`src/rtl/fp_mul_pkg.sv`:
```
// Shared types and constants for the sequential single-precision multiplier core.
// Latency: n/a (package only).
// Backpressure: n/a (package only).
package fp_mul_pkg;

   localparam int MANT_W  = 24;
   localparam int PROD_W  = 48;
   localparam int EXP_W   = 10;
   localparam int BIAS    = 127;
   localparam int EXP_MAX = 255;

   typedef enum logic [2:0] {
      ST_IDLE,
      ST_MUL,
      ST_NORM,
      ST_ROUND,
      ST_DONE
   } state_t;

endpackage

```
`src/rtl/fp_mul_round.sv`:
```
// Rounds a normalized fraction and packs sign/exponent/fraction into IEEE-754 single,
// latency: purely combinational; FP_MUL_RNE_EN selects round-to-nearest-even, else truncation.
// Backpressure: none, the caller registers the packed word.
module fp_mul_round
   import fp_mul_pkg::*;
(
   input  logic                    [22:0] frac_in,
   input  logic                           guard,
   input  logic                           sticky,
   input  logic signed [EXP_W-1:0]        exp_in,
   input  logic                           sign,
   input  logic                           zero,
   output logic                    [31:0] result
);

   logic                    inc;
   logic             [23:0] sum;
   logic             [22:0] frac;
   logic signed [EXP_W-1:0] e_adj;

`ifdef FP_MUL_RNE_EN
   // Round half to even: bump on guard unless exactly halfway with an even lsb.
   always_comb begin
      inc = guard & (sticky | frac_in[0]);
   end
`else
   // Truncation: guard and sticky play no part in the result.
   logic unused_round_bits;
   always_comb begin
      unused_round_bits = guard ^ sticky;
      inc               = 1'b0;
   end
`endif

   // Apply the increment, fold a fraction carry-out into the exponent, then classify.
   always_comb begin
      sum   = {1'b0, frac_in} + {23'd0, inc};
      frac  = sum[22:0];
      e_adj = exp_in;
      if (sum[23]) begin
         frac  = 23'd0;
         e_adj = exp_in + 10'sd1;
      end

      result = {sign, e_adj[7:0], frac};
      if (zero) begin
         result = {sign, 31'd0};
      end else if (int'(e_adj) >= EXP_MAX) begin
         result = {sign, 8'hFF, 23'd0};
      end else if (int'(e_adj) <= 0) begin
         result = {sign, 31'd0};
      end
   end

endmodule

```
`src/rtl/fp_mul_seq_core.sv`:
```
// Sequential FP32 significand multiplier (radix-2 shift-add) with normalize/round/pack; build option FP_MUL_RNE_EN.
// Latency: result valid 26 edges after accept (24 MUL + NORM + ROUND), one operation in flight.
// Backpressure: in_ready only in IDLE; result and out_valid held in DONE until out_ready.
module fp_mul_seq_core
   import fp_mul_pkg::*;
(
   input  logic        clk,
   input  logic        rst_n,
   input  logic        in_valid,
   output logic        in_ready,
   input  logic [23:0] mul1_mantissa_normalized,
   input  logic [23:0] mul2_mantissa_normalized,
   input  logic [4:0]  mul1_shift,
   input  logic [4:0]  mul2_shift,
   input  logic [7:0]  current_exponent,
   input  logic        result_sign,
   output logic        out_valid,
   input  logic        out_ready,
   output logic [31:0] result
);

   state_t                  state_q, state_d;
   logic             [4:0]  cnt_q;
   logic      [PROD_W-1:0]  acc_q;
   logic      [MANT_W-1:0]  a_q, b_q;
   logic signed [EXP_W-1:0] exp_q;
   logic                    sign_q, zero_q;
   logic             [22:0] frac_q;
   logic                    guard_q, sticky_q;
   logic             [31:0] result_q;
   logic             [31:0] packed_res;

   // State register.
   always_ff @(posedge clk) begin
      if (!rst_n) state_q <= ST_IDLE;
      else        state_q <= state_d;
   end

   // Next-state logic and handshake outputs.
   always_comb begin
      state_d   = state_q;
      in_ready  = 1'b0;
      out_valid = 1'b0;
      case (state_q)
         ST_IDLE: begin
            in_ready = 1'b1;
            if (in_valid) state_d = ST_MUL;
         end
         ST_MUL:   if (cnt_q == 5'd23) state_d = ST_NORM;
         ST_NORM:  state_d = ST_ROUND;
         ST_ROUND: state_d = ST_DONE;
         ST_DONE: begin
            out_valid = 1'b1;
            if (out_ready) state_d = ST_IDLE;
         end
         default:  state_d = ST_IDLE;
      endcase
   end

   // Operand capture, shift-add iteration, normalization and result register.
   always_ff @(posedge clk) begin
      if (!rst_n) begin
         cnt_q    <= 5'd0;
         acc_q    <= '0;
         a_q      <= '0;
         b_q      <= '0;
         exp_q    <= '0;
         sign_q   <= 1'b0;
         zero_q   <= 1'b0;
         frac_q   <= '0;
         guard_q  <= 1'b0;
         sticky_q <= 1'b0;
         result_q <= '0;
      end else begin
         case (state_q)
            ST_IDLE: if (in_valid) begin
               a_q    <= mul1_mantissa_normalized;
               b_q    <= mul2_mantissa_normalized;
               // Shift compensation now; the p[47] term is added once normalization is known.
               exp_q  <= $signed({2'b00, current_exponent})
                       - $signed({5'd0, mul1_shift})
                       - $signed({5'd0, mul2_shift});
               sign_q <= result_sign;
               zero_q <= (mul1_mantissa_normalized == '0) || (mul2_mantissa_normalized == '0);
               cnt_q  <= 5'd0;
               acc_q  <= '0;
            end
            ST_MUL: begin
               if (b_q[cnt_q]) acc_q <= acc_q + ({24'd0, a_q} << cnt_q);
               cnt_q <= (cnt_q == 5'd23) ? 5'd0 : cnt_q + 5'd1;
            end
            ST_NORM: begin
               if (acc_q[47]) begin
                  frac_q   <= acc_q[46:24];
                  guard_q  <= acc_q[23];
                  sticky_q <= |acc_q[22:0];
                  exp_q    <= exp_q + 10'sd1;
               end else begin
                  frac_q   <= acc_q[45:23];
                  guard_q  <= acc_q[22];
                  sticky_q <= |acc_q[21:0];
               end
            end
            ST_ROUND: result_q <= packed_res;
            default: ;
         endcase
      end
   end

   fp_mul_round u_round (
      .frac_in (frac_q),
      .guard   (guard_q),
      .sticky  (sticky_q),
      .exp_in  (exp_q),
      .sign    (sign_q),
      .zero    (zero_q),
      .result  (packed_res)
   );

   assign result = result_q;

endmodule

```
`config.mk`:
```
export PLATFORM = sky130hd
export DESIGN_NAME = fp_mul_seq_core
export DESIGN_NICKNAME = d
export VERILOG_FILES = /design/src/rtl/fp_mul_pkg.sv /design/src/rtl/fp_mul_round.sv /design/src/rtl/fp_mul_seq_core.sv
export SDC_FILE = /design/constraint.sdc
export NUM_CORES = 1
export LEC_CHECK = 0
export ABC_CLOCK_PERIOD_IN_PS = 5100
export BUFFER_PORTS_ARGS = -buffer_cell sky130_fd_sc_hd__buf_2
export CORE_UTILIZATION = 50
export CTS_BUF_LIST = sky130_fd_sc_hd__clkbuf_8
export DETAILED_ROUTE_END_ITERATION = 6
export PLACE_DENSITY = 0.69
export SYNTH_ARGS = -nofsm -noshare
export SYNTH_HDL_FRONTEND = slang
export SYNTH_SLANG_ARGS = --single-unit
```
`constraint.sdc`:
```
create_clock -name clk -period 5.1 [get_ports clk]
set_clock_uncertainty 0.15 [all_clocks]
set_input_delay 1.02 -clock clk [delete_from_list [all_inputs] [get_ports clk]]
set_output_delay 1.02 -clock clk [all_outputs]
set_load 0.02 [all_outputs]
```
# Word level (Yosys, flattened, before mapping)
# Cells that the tools add are included.
# classes
n_reduce_logical,11
shifts,1
add_sub_neg,5
n_mux,21
n_eq_ne,10
n_lt_le_gt_ge,3
# ops
op,count
48-bit 2-to-1 mux,2
48-bit case mux with 2 select lines,1
31-bit 2-to-1 mux,3
48-bit adder,1
24-bit logical NOT,2
24-bit by 5-bit left shift with 48-bit output,1
23-bit 2-to-1 mux,1
10-bit 2-to-1 mux,2
10-bit case mux with 2 select lines,1
3-bit case mux with 5 select lines,1
10-bit by 2-bit adder with 10-bit output (second input constant),1
10-bit by 9-bit greater-or-equal comparator with 1-bit output (second input constant),1
10-bit by 1-bit less-or-equal comparator with 1-bit output (second input constant),1
5-bit 2-to-1 mux,2
2-bit inequality test (second input constant),5
5-bit case mux with 2 select lines,1
9-bit by 6-bit subtractor with 10-bit output,1
3-bit 2-to-1 mux,3
3-bit AND reduction,3
8-bit by 5-bit subtractor with 9-bit output,1
3-bit by 2-bit == test with 1-bit output (second input constant),2
5-bit by 6-bit less-than comparator with 1-bit output (second input constant),1
5-bit by 1-bit adder with 5-bit output (second input constant),1
1-bit binary-select mux with 5-bit select,1
8 further kinds,12
# word_totals
reg_bits,171
input_bits,71
wordCells,61

# Longest topological paths before layout
# Gate-level depths: netlist (run 1).
# logic_depth
depth_word,4
depth_mapped,22
mapped_depth_nobuf,19

# Modules after synthesis
# A second synthesis (run 1) with hierarchy kept.
# unflattened
cells_unflattened,1496
hier_area_um2,11867.6
# modules_own_cells
mod,cells_each,area_each_um2,n_inst
fp_mul_seq_core,1452,11446.0,1
fp_mul_round,44,421.7,1

# Least setup slack after synthesis (run 1)
# OpenSTA, ideal clock, no wires.
# synth_path
kind,register to register
start,reg cnt_q[0]
end,reg acc_q[47]
path_slack_ns,0.836
arrival_ns,3.997
n_path_buf,4
period_less_slack_ns,4.264
stages_incl_launch_ff,19
setup_time_ns,0.117
cell_sequence,dfxtp_1 > buf_6 > buf_2 > clkbuf_1 > mux2i_1 > mux2i_1 > mux2_2 > a21oi_1 > ha_1 > buf_6 > a211oi_2 > o21bai_1 > a221o_1 > a21oi_2 > a2bb2oi_2 > nand2_2 > o41ai_2 > mux2i_1 > nand2_1
# synth_between
elab_chain_len,4
# synth_lines
element,line,source
from (decl),fp_mul_seq_core.sv:23,logic [4:0] cnt_q;
from (signal assigned),fp_mul_seq_core.sv:90,cnt_q <= (cnt_q == 5'd23) ? 5'd0 : cnt_q + 5'd1;
24-bit by 5-bit left shift with 48-bit output or 1-bit binary-select mux with 5-bit select (tied branches),fp_mul_seq_core.sv:89,"if (b_q[cnt_q]) acc_q <= acc_q + ({24'd0, a_q} << cnt_q);"
48-bit adder or 1-bit 2-to-1 mux (tied branches),fp_mul_seq_core.sv:89,
48-bit 2-to-1 mux or 2-bit inequality test (tied branches),--,
48-bit case mux with 2 select lines or 3-bit AND reduction (tied branches),--,
to (signal assigned),fp_mul_seq_core.sv:89,
to (decl),fp_mul_seq_core.sv:24,logic [PROD_W-1:0] acc_q;
# Several ways; a longest one is shown, not always the timed one. The select of a mux whose other input is x is not followed.
# A chain may end at the register's enable or synchronous reset.

# Final worst setup path (run 1)
# layout_path
start,reg cnt_q[1]
end,reg acc_q[41]
# Same word-level chain as after synthesis.

==> impl_metrics.env, run 1 <==
export IMPL_synth_area_leaders="dfxtp_1 31%, nand2_1 7.4%, ha_1 6.7%"
export IMPL_yosys_cell_count_top_type="nand2_1"
export IMPL_dp_hpwl_mm=21.90
export IMPL_drv_slew=0
export IMPL_min_to="result[26]"
export IMPL_cts_buffer_depth=2
export IMPL_cts_htree_levels=4
export IMPL_grt_pass1_vias=9578
export IMPL_clk_latency_ns=0.47
export IMPL_startpoint_type="flip-flop"
export IMPL_hold_depth=2
export IMPL_gr_usage_all_layers=0.2652
export IMPL_irDropWorstVdd_v=0.0001485
export IMPL_reg2reg_to="acc_q[41]"
export IMPL_start_util=0.5110
export IMPL_power_density_nw_per_um2=260.5
export IMPL_rrSetupSlack_ns=0.40
export IMPL_cts_tree="yes"
export IMPL_end_kind="flip-flop"
export IMPL_synth_edf_count=0
export IMPL_vias=10345
export IMPL_yosysSeqAreaShare=0.3070
export IMPL_yosys_warnings=0
export IMPL_gr_total_overflow=0
export IMPL_cts_hold_buf=0
export IMPL_core_area_um2=21820
export IMPL_top_usage_layer="met2"
export IMPL_grt_pass1_wl_mm=48.16
export IMPL_synth_common_cells="221 x nand2_1, 171 x dfxtp_1, 141 x nor2_1"
export IMPL_use_met2=0.4365
export IMPL_worstPathRequired_ns=5.32
export IMPL_wl_mm=29.47
export IMPL_path_max_fanout=17
export IMPL_syn_instance_count=1422
export IMPL_clk_pin_slew_ns=0.10
export IMPL_synth_area_per_cell_um2=7.842
export IMPL_setup_viol=0
export IMPL_ys_async_sr_fraction=0
export IMPL_port_buffers=104
export IMPL_die_w_um=151.3
export IMPL_pin_count=105
export IMPL_relSlewSlack=0.3195
export IMPL_drtIter0Drc=755
export IMPL_ys_ff_latch=171
export IMPL_cts_made_buffers=17
export IMPL_fmax_ghz=0.2126
export IMPL_dp_cells=1729
export IMPL_synthesis_nets=1556
export IMPL_diodes=0
export IMPL_synth_top_area_share=0.3070
export IMPL_ctsResizeCount=0
export IMPL_maxCapViolCount=0
export IMPL_cts_setup_buffers=0
export IMPL_outcome="finished clean"
export IMPL_timing_final_hold_violations=0
export IMPL_clock_sinks=171
export IMPL_r2r_start="cnt_q[1]"
export IMPL_vias_per_cell=5.875
export IMPL_grtUsageMet1=0.3512
export IMPL_drc_errors=0
export IMPL_r2r_cells=17
export IMPL_instances_no_fill=1761
export IMPL_antenna_left=0
export IMPL_finalWeightedCongestion=0.9456
export IMPL_worstHoldStart="result[26]"
export IMPL_grt_setup_unrepaired="false"
export IMPL_worst_pin_slew_ns=1.021
export IMPL_drive_gt1_frac=0.1411
export IMPL_worstSetupPathType="flip-flop to flip-flop"
export IMPL_p_leak_nw=4.879
export IMPL_yosysUniqueCellTypes=81
export IMPL_min_path_type="flip-flop to flip-flop"
export IMPL_cp_arrival_ns=4.92
export IMPL_tns_ns=0
export IMPL_wl_per_cell_um=16.74
export IMPL_grt_antenna_before_repair=0
export IMPL_drt_pass1_iter_count=5
export IMPL_dieArea_um2=22900
export IMPL_grt_start_max_net_pins=81
export IMPL_fin_crit_sh=0.9225
export IMPL_final_nets=1602
export IMPL_cts_root_buf="clkbuf_8"
export IMPL_synth_area_um2=11150
export IMPL_grtUsageMet3=0.04217
export IMPL_dieHeight_um=151.3
export IMPL_finalCriticalPeriod_ns=4.705
export IMPL_ys_flop_type="dfxtp_1"
export IMPL_yosysTopAreaCell="dfxtp_1"
export IMPL_area_growth_syn_to_layout_pct=9.460
export IMPL_std_cell_rows=54
## power by group
part / total, mW / leakage [nW] / switching (mW) / internal, mW
clock network: 1.09 / 0.223 / 0.573 / 0.520
registers: 1.46 / 1.39 / 0.0643 / 1.40
logic: 0.623 / 3.27 / 0.381 / 0.242
total: 3.18 / 4.88 / 1.02 / 2.16
## area by class of cell
| cell class | instances | area, um2 |
|---|---|---|
| multi-input combinational | 1123 | 7208 |
| clock inverter | 14 | 200.2 |
| fill | 2098 | 9618 |
| inverter | 35 | 133.9 |
| clock buffer | 18 | 247.7 |
| tap | 280 | 350.3 |
| sequential | 171 | 3425 |
| timing repair buffer | 120 | 640.6 |
## per-layer routing
metal | vias up | part of all wire
li1 | 5220 | -
met4 | 0 | 0.022
met3 | 41 | 0.043
met5 | - | 0
met2 | 240 | 0.47
met1 | 4844 | 0.47
## critical path, stage by stage, from the launching register on
cell and delay, ns:
dfxtp_1 0.61, buf_4 0.32, mux2i_1 0.13, mux2_2 0.29, nor2_1 0.10, a21oi_1 0.09
mux2_2 0.34, o21ai_0 0.45, ha_1 0.36, nand2_1 0.12, nor2_1 0.23, and3_1 0.28
nand3_1 0.16, o21bai_1 0.26, a31oi_1 0.19, o21ai_1 0.09, a21o_1 0.19, a32o_1 0.24
## layout by cell type, fill, tap and decap left out, types with 24 or more instances in the layout
master    instances
nor2_1          141
dfxtp_1         170
a21o_1           25
nand3_1          27
mux2i_1          64
buf_2           104
ha_1             60
o21ai_0          62
nand2_1         221
xnor2_1          24
inv_1            33
a21oi_1         139
a211oi_1         31
a22oi_1          43
o21ai_1          31
## metrics by stage
stage	hold slack [ns]	power, mW	utilization	instance area [um2]	setup WS (ns)
finish	0.3058	3.179	0.5593	12210	0.3954
global route	0.3315	3.339	0.5593	12210	0.07592
CTS	0.3062	3.203	0.5593	12210	0.4336
detailed placement	0.2940	2.112	0.5388	11760	0.4817
global placement	0.2879	2.105	0.5388	11760	0.4806
floorplan	0.2797	1.949	-	11150	0.8359
## logic make-up after synthesis
| logic type | after synthesis | synth area share |
|---|---|---|
| fa+ha+maj | 63 | 0.07271 |
| xor+xnor | 46 | 0.03613 |
| simple gates | 503 | 0.2007 |
| mux | 94 | 0.1019 |
| compound gates | 417 | 0.2347 |
| buf+inv | 128 | 0.04679 |
| flops | 171 | 0.3070 |
## registers in the layout, indices dropped and copies added, names as in the netlist
register / cells
result: 32
a_q: 24
acc_q: 48
sign_q: 1
zero_q: 1
b_q: 24
state_q: 3
frac_q: 23
cnt_q: 5
exp_q: 10
## how the worst max path moves through the flow
stage	cells past startpoint	startpoint	end	slack [ns]
final	17	cnt_q[1]	acc_q[41]	0.40
after global routing	17	cnt_q[1]	acc_q[41]	0.08
after CTS	16	cnt_q[1]	acc_q[41]	0.43
after detailed placement	16	cnt_q[1]	acc_q[41]	0.48
after global placement	17	cnt_q[1]	acc_q[41]	0.48
after floorplan	18	cnt_q[0]	acc_q[47]	0.84
No activity file was read; power rests on OpenSTA's default activity.
==> run 2, diff against run 1 <==
--- a/config.mk
+++ b/config.mk
@@ -5,8 +5,8 @@
 export SDC_FILE = /design/constraint.sdc
 export NUM_CORES = 1
 export LEC_CHECK = 0
-export ABC_CLOCK_PERIOD_IN_PS = 5100
-export BUFFER_PORTS_ARGS = -buffer_cell sky130_fd_sc_hd__buf_2
+export ABC_CLOCK_PERIOD_IN_PS = 5800
+export BUFFER_PORTS_ARGS = -buffer_cell sky130_fd_sc_hd__buf_4
 export CORE_UTILIZATION = 50
 export CTS_BUF_LIST = sky130_fd_sc_hd__clkbuf_8
 export DETAILED_ROUTE_END_ITERATION = 6
==> constraint.sdc (replaced) <==
create_clock -name clk -period 5.8 [get_ports clk]
set_clock_uncertainty 0.15 [all_clocks]
set_input_delay 1.16 -clock clk [delete_from_list [all_inputs] [get_ports clk]]
set_output_delay 1.16 -clock clk [all_outputs]
set_load 0.02 [all_outputs]
==> run 2 against run 1 <==
  * Sequential share of layout area is 0.45 points lower
  * Hold slack hardly changed
  * Combinational power is 9.8% lower
  * Final cell count is essentially flat
  * Via count up 0.37%
  * Maximum frequency down 7.8%
  * First-iteration DRC count is 12% higher
  * Register-to-register slack improved by 0.30 ns
  * Clock power is 22% lower
  * Global-route usage hardly changed
  * Critical endpoint unchanged
  * Largest cell class unchanged
==> impl_metrics.env, run 2 (synthesis gave the netlist of run 1 again) <==
export IMPL_outcome="finished clean"
export IMPL_p_leak_nw=4.906
export IMPL_path_max_fanout=21
export IMPL_gr_usage_all_layers=0.2654
export IMPL_worst_pin_slew_ns=1.126
export IMPL_pwr_share_comb=0.208
export IMPL_vias=10383
export IMPL_drive_gt1_frac=0.1405
export IMPL_final_common_cell="nand2_1"
export IMPL_finalWeightedCongestion=0.9474
export IMPL_switching_share=0.3385
export IMPL_largest_register="acc_q"
export IMPL_ctsResizeCount=0
export IMPL_dieArea_um2=22900
export IMPL_setup_viol=0
export IMPL_worstPathRequired_ns=6.03
export IMPL_area_growth_syn_to_layout_pct=11.23
export IMPL_cts_made_buffers=17
export IMPL_die_w_um=151.3
export IMPL_end_kind="flip-flop"
export IMPL_port_buffers=104
export IMPL_clock_sinks=171
export IMPL_clockPowerShare=0.315
export IMPL_p_switching_mw=0.9158
export IMPL_power_density_nw_per_um2=218.1
export IMPL_antenna_left=0
export IMPL_timing_final_hold_violations=0
export IMPL_clk_pin_slew_ns=0.10
export IMPL_r2r_start="cnt_q[1]"
export IMPL_crit_start="cnt_q[1]"
export IMPL_finalPower_mw=2.705
export IMPL_drt_pass1_iter_count=5
export IMPL_vias_per_cell=5.899
export IMPL_cts_setup_buffers=0
export IMPL_drtIter0Drc=849
export IMPL_start_util=0.5110
export IMPL_cts_root_buf="clkbuf_8"
export IMPL_p_seq_frac=0.477
export IMPL_grt_setup_unrepaired="false"
export IMPL_hold_ws_ns=0.3059
export IMPL_dieHeight_um=151.3
export IMPL_grt_pass1_wl_mm=48.11
export IMPL_cts_buffer_depth=2
export IMPL_cts_htree_levels=4
export IMPL_drv_slew=0
export IMPL_finalCriticalPeriod_ns=5.104
export IMPL_cts_hold_buf=0
export IMPL_clk_latency_ns=0.48
export IMPL_pin_count=105
export IMPL_final_cell_mix="221 x nand2_1, 170 x dfxtp_1, 141 x nor2_1"
export IMPL_gr_total_overflow=0
export IMPL_grt_pass1_vias=9694
export IMPL_maxCapViolCount=0
export IMPL_wl_per_cell_um=16.80
export IMPL_relSlewSlack=0.2494
export IMPL_dp_hpwl_mm=21.95
export IMPL_drc_errors=0
export IMPL_cp_arrival_ns=5.33
export IMPL_cts_tree="yes"
export IMPL_worstHoldStart="b_q[7]"
export IMPL_std_cell_rows=54
export IMPL_startpoint_type="flip-flop"
export IMPL_largest_register_ffs=48
export IMPL_final_nets=1601
export IMPL_n_fill_cell=2070
export IMPL_internal_power_mw=1.789
export IMPL_tns_ns=0
export IMPL_diodes=0
export IMPL_fin_crit_sh=0.8800
export IMPL_grt_antenna_before_repair=0
export IMPL_wl_mm=29.58
export IMPL_core_area_um2=21820
export IMPL_irDropWorstVdd_v=0.0001158
export IMPL_worstSetupPathType="flip-flop to flip-flop"
export IMPL_min_path_type="flip-flop to flip-flop"
export IMPL_grt_start_max_net_pins=70
export IMPL_fmax_ghz=0.1959
==> run 2: power groups by stage <==
stage               clock (mW)  combinational (mW)  sequential, mW
finish                   0.853               0.562            1.29
detailed placement           0               0.555            1.32
CTS                      0.870               0.557            1.29
floorplan                    0               0.423            1.29
global placement             0               0.549            1.31
global route             0.917               0.623            1.30
==> run 2: final timing paths <==
check	endpoint	slack (ns)	cells past startpoint
hold reg to reg	b_q[7]	0.31	2
setup / recovery	acc_q[41]	0.70	17
setup reg to reg	acc_q[41]	0.70	17
hold / removal	b_q[7]	0.31	2
==> run 2: final cells by class <==
type / count / area, um2 / share of cell area
well taps: 280 / 350.3 / 0.02825
inverters: 35 / 133.9 / 0.01079
flip-flops and latches: 171 / 3425 / 0.2761
repair buffers: 119 / 893.4 / 0.07203
clock buffers: 18 / 247.7 / 0.01997
multi-input cells: 1123 / 7208 / 0.5812
clock inverters: 14 / 145.1 / 0.01170
==> run 2: per-stage QoR <==
stage / cells / instance area, um2 / setup WS [ns] / utilization
after floorplan: 1422 / 11150 / 1.536 / -
after global placement: 1728 / 12010 / 0.9301 / 0.5503
after detailed placement: 1728 / 12010 / 0.8590 / 0.5503
after CTS: 1760 / 12400 / 0.8300 / 0.5683
after global routing: 1760 / 12400 / 0.3897 / 0.5683
final: 1760 / 12400 / 0.6960 / 0.5683
==> run 2: routing by layer <==
metal  global-route usage  wire length, um
met2               0.4463            13830
met3              0.04699             1449
met5                    0                0
met4              0.08100              561
met1               0.3438            13740
==> run 2: worst max-delay path, stage by stage, from the launching register on <==
cell	delay [ns]
dfxtp_1	0.92
buf_4	0.38
mux2i_1	0.13
mux2_2	0.29
nor2_1	0.09
a21oi_1	0.10
mux2_2	0.34
o21ai_0	0.48
ha_1	0.36
nand2_1	0.11
nor2_1	0.25
and3_1	0.29
nand3_1	0.16
o21bai_1	0.26
a31oi_1	0.19
o21ai_1	0.09
a21o_1	0.20
a32o_1	0.25
==> run 3, diff against run 2 <==
--- a/config.mk
+++ b/config.mk
@@ -10,7 +10,7 @@
 export CORE_UTILIZATION = 50
 export CTS_BUF_LIST = sky130_fd_sc_hd__clkbuf_8
 export DETAILED_ROUTE_END_ITERATION = 6
-export PLACE_DENSITY = 0.69
+export PLACE_DENSITY = 0.72
 export SYNTH_ARGS = -nofsm -noshare
 export SYNTH_HDL_FRONTEND = slang
 export SYNTH_SLANG_ARGS = --single-unit
==> run 3 against run 2 <==
  * Count of clock-buffer cells in the layout shrank 1
  * Worst setup slack better by 0.25 ns
  * Register-to-register slack gained 0.25 ns
  * Critical path type unchanged
  * Critical endpoint unchanged
  * Largest power group unchanged
==> impl_metrics.env, run 3 (synthesis gave the netlist of run 1 again) <==
export IMPL_outcome="finished clean"
export IMPL_ctsResizeCount=0
export IMPL_clk_latency_ns=0.49
export IMPL_clk_pin_slew_ns=0.11
export IMPL_drv_slew=0
export IMPL_startpoint_type="flip-flop"
export IMPL_cts_hold_buf=0
export IMPL_wl_mm=29.15
export IMPL_instances_no_fill=1759
export IMPL_seq_area_um2=3425
export IMPL_utilization=0.5679
export IMPL_pin_count=105
export IMPL_finalPower_mw=2.692
export IMPL_fin_crit_sh=0.8365
export IMPL_timing_final_hold_violations=0
export IMPL_finalWeightedCongestion=0.9328
export IMPL_final_common_cell="nand2_1"
export IMPL_end_kind="flip-flop"
export IMPL_largest_register_ffs=48
export IMPL_drive_gt1_frac=0.1393
export IMPL_drc_errors=0
export IMPL_path_max_fanout=22
export IMPL_dieHeight_um=151.3
export IMPL_drtIter0Drc=733
export IMPL_area_growth_syn_to_layout_pct=11.15
export IMPL_rrSetupSlack_ns=0.95
export IMPL_min_path_type="flip-flop to flip-flop"
export IMPL_cts_tree="yes"
export IMPL_largest_register="acc_q"
export IMPL_tns_ns=0
export IMPL_antenna_left=0
export IMPL_irDropWorstVdd_v=0.0001335
export IMPL_cts_buffer_depth=2
export IMPL_grt_setup_unrepaired="false"
export IMPL_multi_input_area_um2=7208
export IMPL_relSlewSlack=0.2836
export IMPL_final_cell_mix="221 x nand2_1, 170 x dfxtp_1, 141 x nor2_1"
export IMPL_setup_viol=0
export IMPL_start_util=0.5110
export IMPL_n_fill_cell=2045
export IMPL_vias_per_cell=5.907
export IMPL_grt_start_max_net_pins=83
export IMPL_cts_htree_levels=4
export IMPL_std_cell_rows=54
export IMPL_wl_per_cell_um=16.57
export IMPL_dieArea_um2=22900
export IMPL_worst_pin_slew_ns=1.075
export IMPL_gr_usage_all_layers=0.2623
export IMPL_clock_sinks=171
export IMPL_port_buffers=104
export IMPL_dp_hpwl_mm=21.61
export IMPL_finalCriticalPeriod_ns=4.852
export IMPL_setup_ws_ns=0.9480
export IMPL_die_w_um=151.3
export IMPL_worstSetupPathType="flip-flop to flip-flop"
export IMPL_p_switching_mw=0.9159
export IMPL_fmax_ghz=0.2061
export IMPL_power_density_nw_per_um2=217.2
export IMPL_final_nets=1600
export IMPL_dp_slack_ns=1.046
export IMPL_cts_made_buffers=17
export IMPL_cts_setup_buffers=0
export IMPL_switching_share=0.3402
export IMPL_drt_pass1_iter_count=5
export IMPL_grt_antenna_before_repair=0
export IMPL_grt_pass1_wl_mm=47.82
export IMPL_grt_pass1_vias=9727
export IMPL_p_leak_nw=4.901
export IMPL_cts_root_buf="clkbuf_8"
export IMPL_pwr_share_comb=0.209
export IMPL_core_area_um2=21820
export IMPL_p_seq_frac=0.478
export IMPL_internal_power_mw=1.777
export IMPL_maxCapViolCount=0
export IMPL_gr_total_overflow=0
export IMPL_cp_arrival_ns=5.08
export IMPL_vias=10391
export IMPL_worstPathRequired_ns=6.03
export IMPL_clockPowerShare=0.313
export IMPL_diodes=0
export IMPL_dp_cells=1727
## run 3: metrics by stage
stage | cell area (um2) | hold slack [ns]
global route | 12390 | 0.3292
floorplan | 11150 | 0.2797
finish | 12390 | 0.3071
CTS | 12390 | 0.3098
global placement | 12000 | 0.2903
detailed placement | 12000 | 0.2967
## run 3: power groups by stage
| stage | sequential, mW | combinational (mW) | clock [mW] |
|---|---|---|---|
| 4_1_cts | 1.29 | 0.562 | 0.865 |
| 3_5_place_dp | 1.31 | 0.560 | 0 |
| 6_report | 1.29 | 0.563 | 0.843 |
| 2_1_floorplan | 1.29 | 0.423 | 0 |
| 3_3_place_gp | 1.31 | 0.552 | 0 |
| 5_1_grt | 1.30 | 0.626 | 0.916 |
## run 3: final timing paths
kind	start	to	depth (start not counted)
hold / removal	b_q[11]	b_q[11]	2
setup reg to reg	cnt_q[0]	acc_q[41]	17
setup / recovery	cnt_q[0]	acc_q[41]	17
hold reg to reg	b_q[11]	b_q[11]	2
## run 3: area by class of cell
class                           count  area share
Inverter                           35     0.01080
Clock buffer                       17     0.01888
Sequential cell                   171      0.2763
Timing Repair Buffer              118     0.07147
Clock inverter                     15     0.01272
Multi-Input combinational cell   1123      0.5816
Tap cell                          280     0.02827
## run 3: per-layer routing
layer / GRT usage / part of all wire / vias to the layer above
met1: 0.3444 / 0.47 / 4859
met3: 0.04398 / 0.046 / 47
li1: - / - / 5217
met5: 0 / 0 / -
met4: 0.07600 / 0.018 / 0
met2: 0.4388 / 0.47 / 268
## run 3: critical path, cell delays in order, from the launching register on
cell	delay (ns)
dfxtp_2	0.77
clkinv_1	0.42
o21ai_0	0.31
nand2_1	0.08
o21ai_0	0.12
o21ai_0	0.19
nor2_1	0.13
a21oi_1	0.05
ha_1	0.50
nand4_1	0.24
nor3_1	0.34
nand2_1	0.13
nor3_1	0.34
o21bai_1	0.18
a31oi_1	0.24
o21ai_1	0.11
a21o_1	0.19
a32o_1	0.24
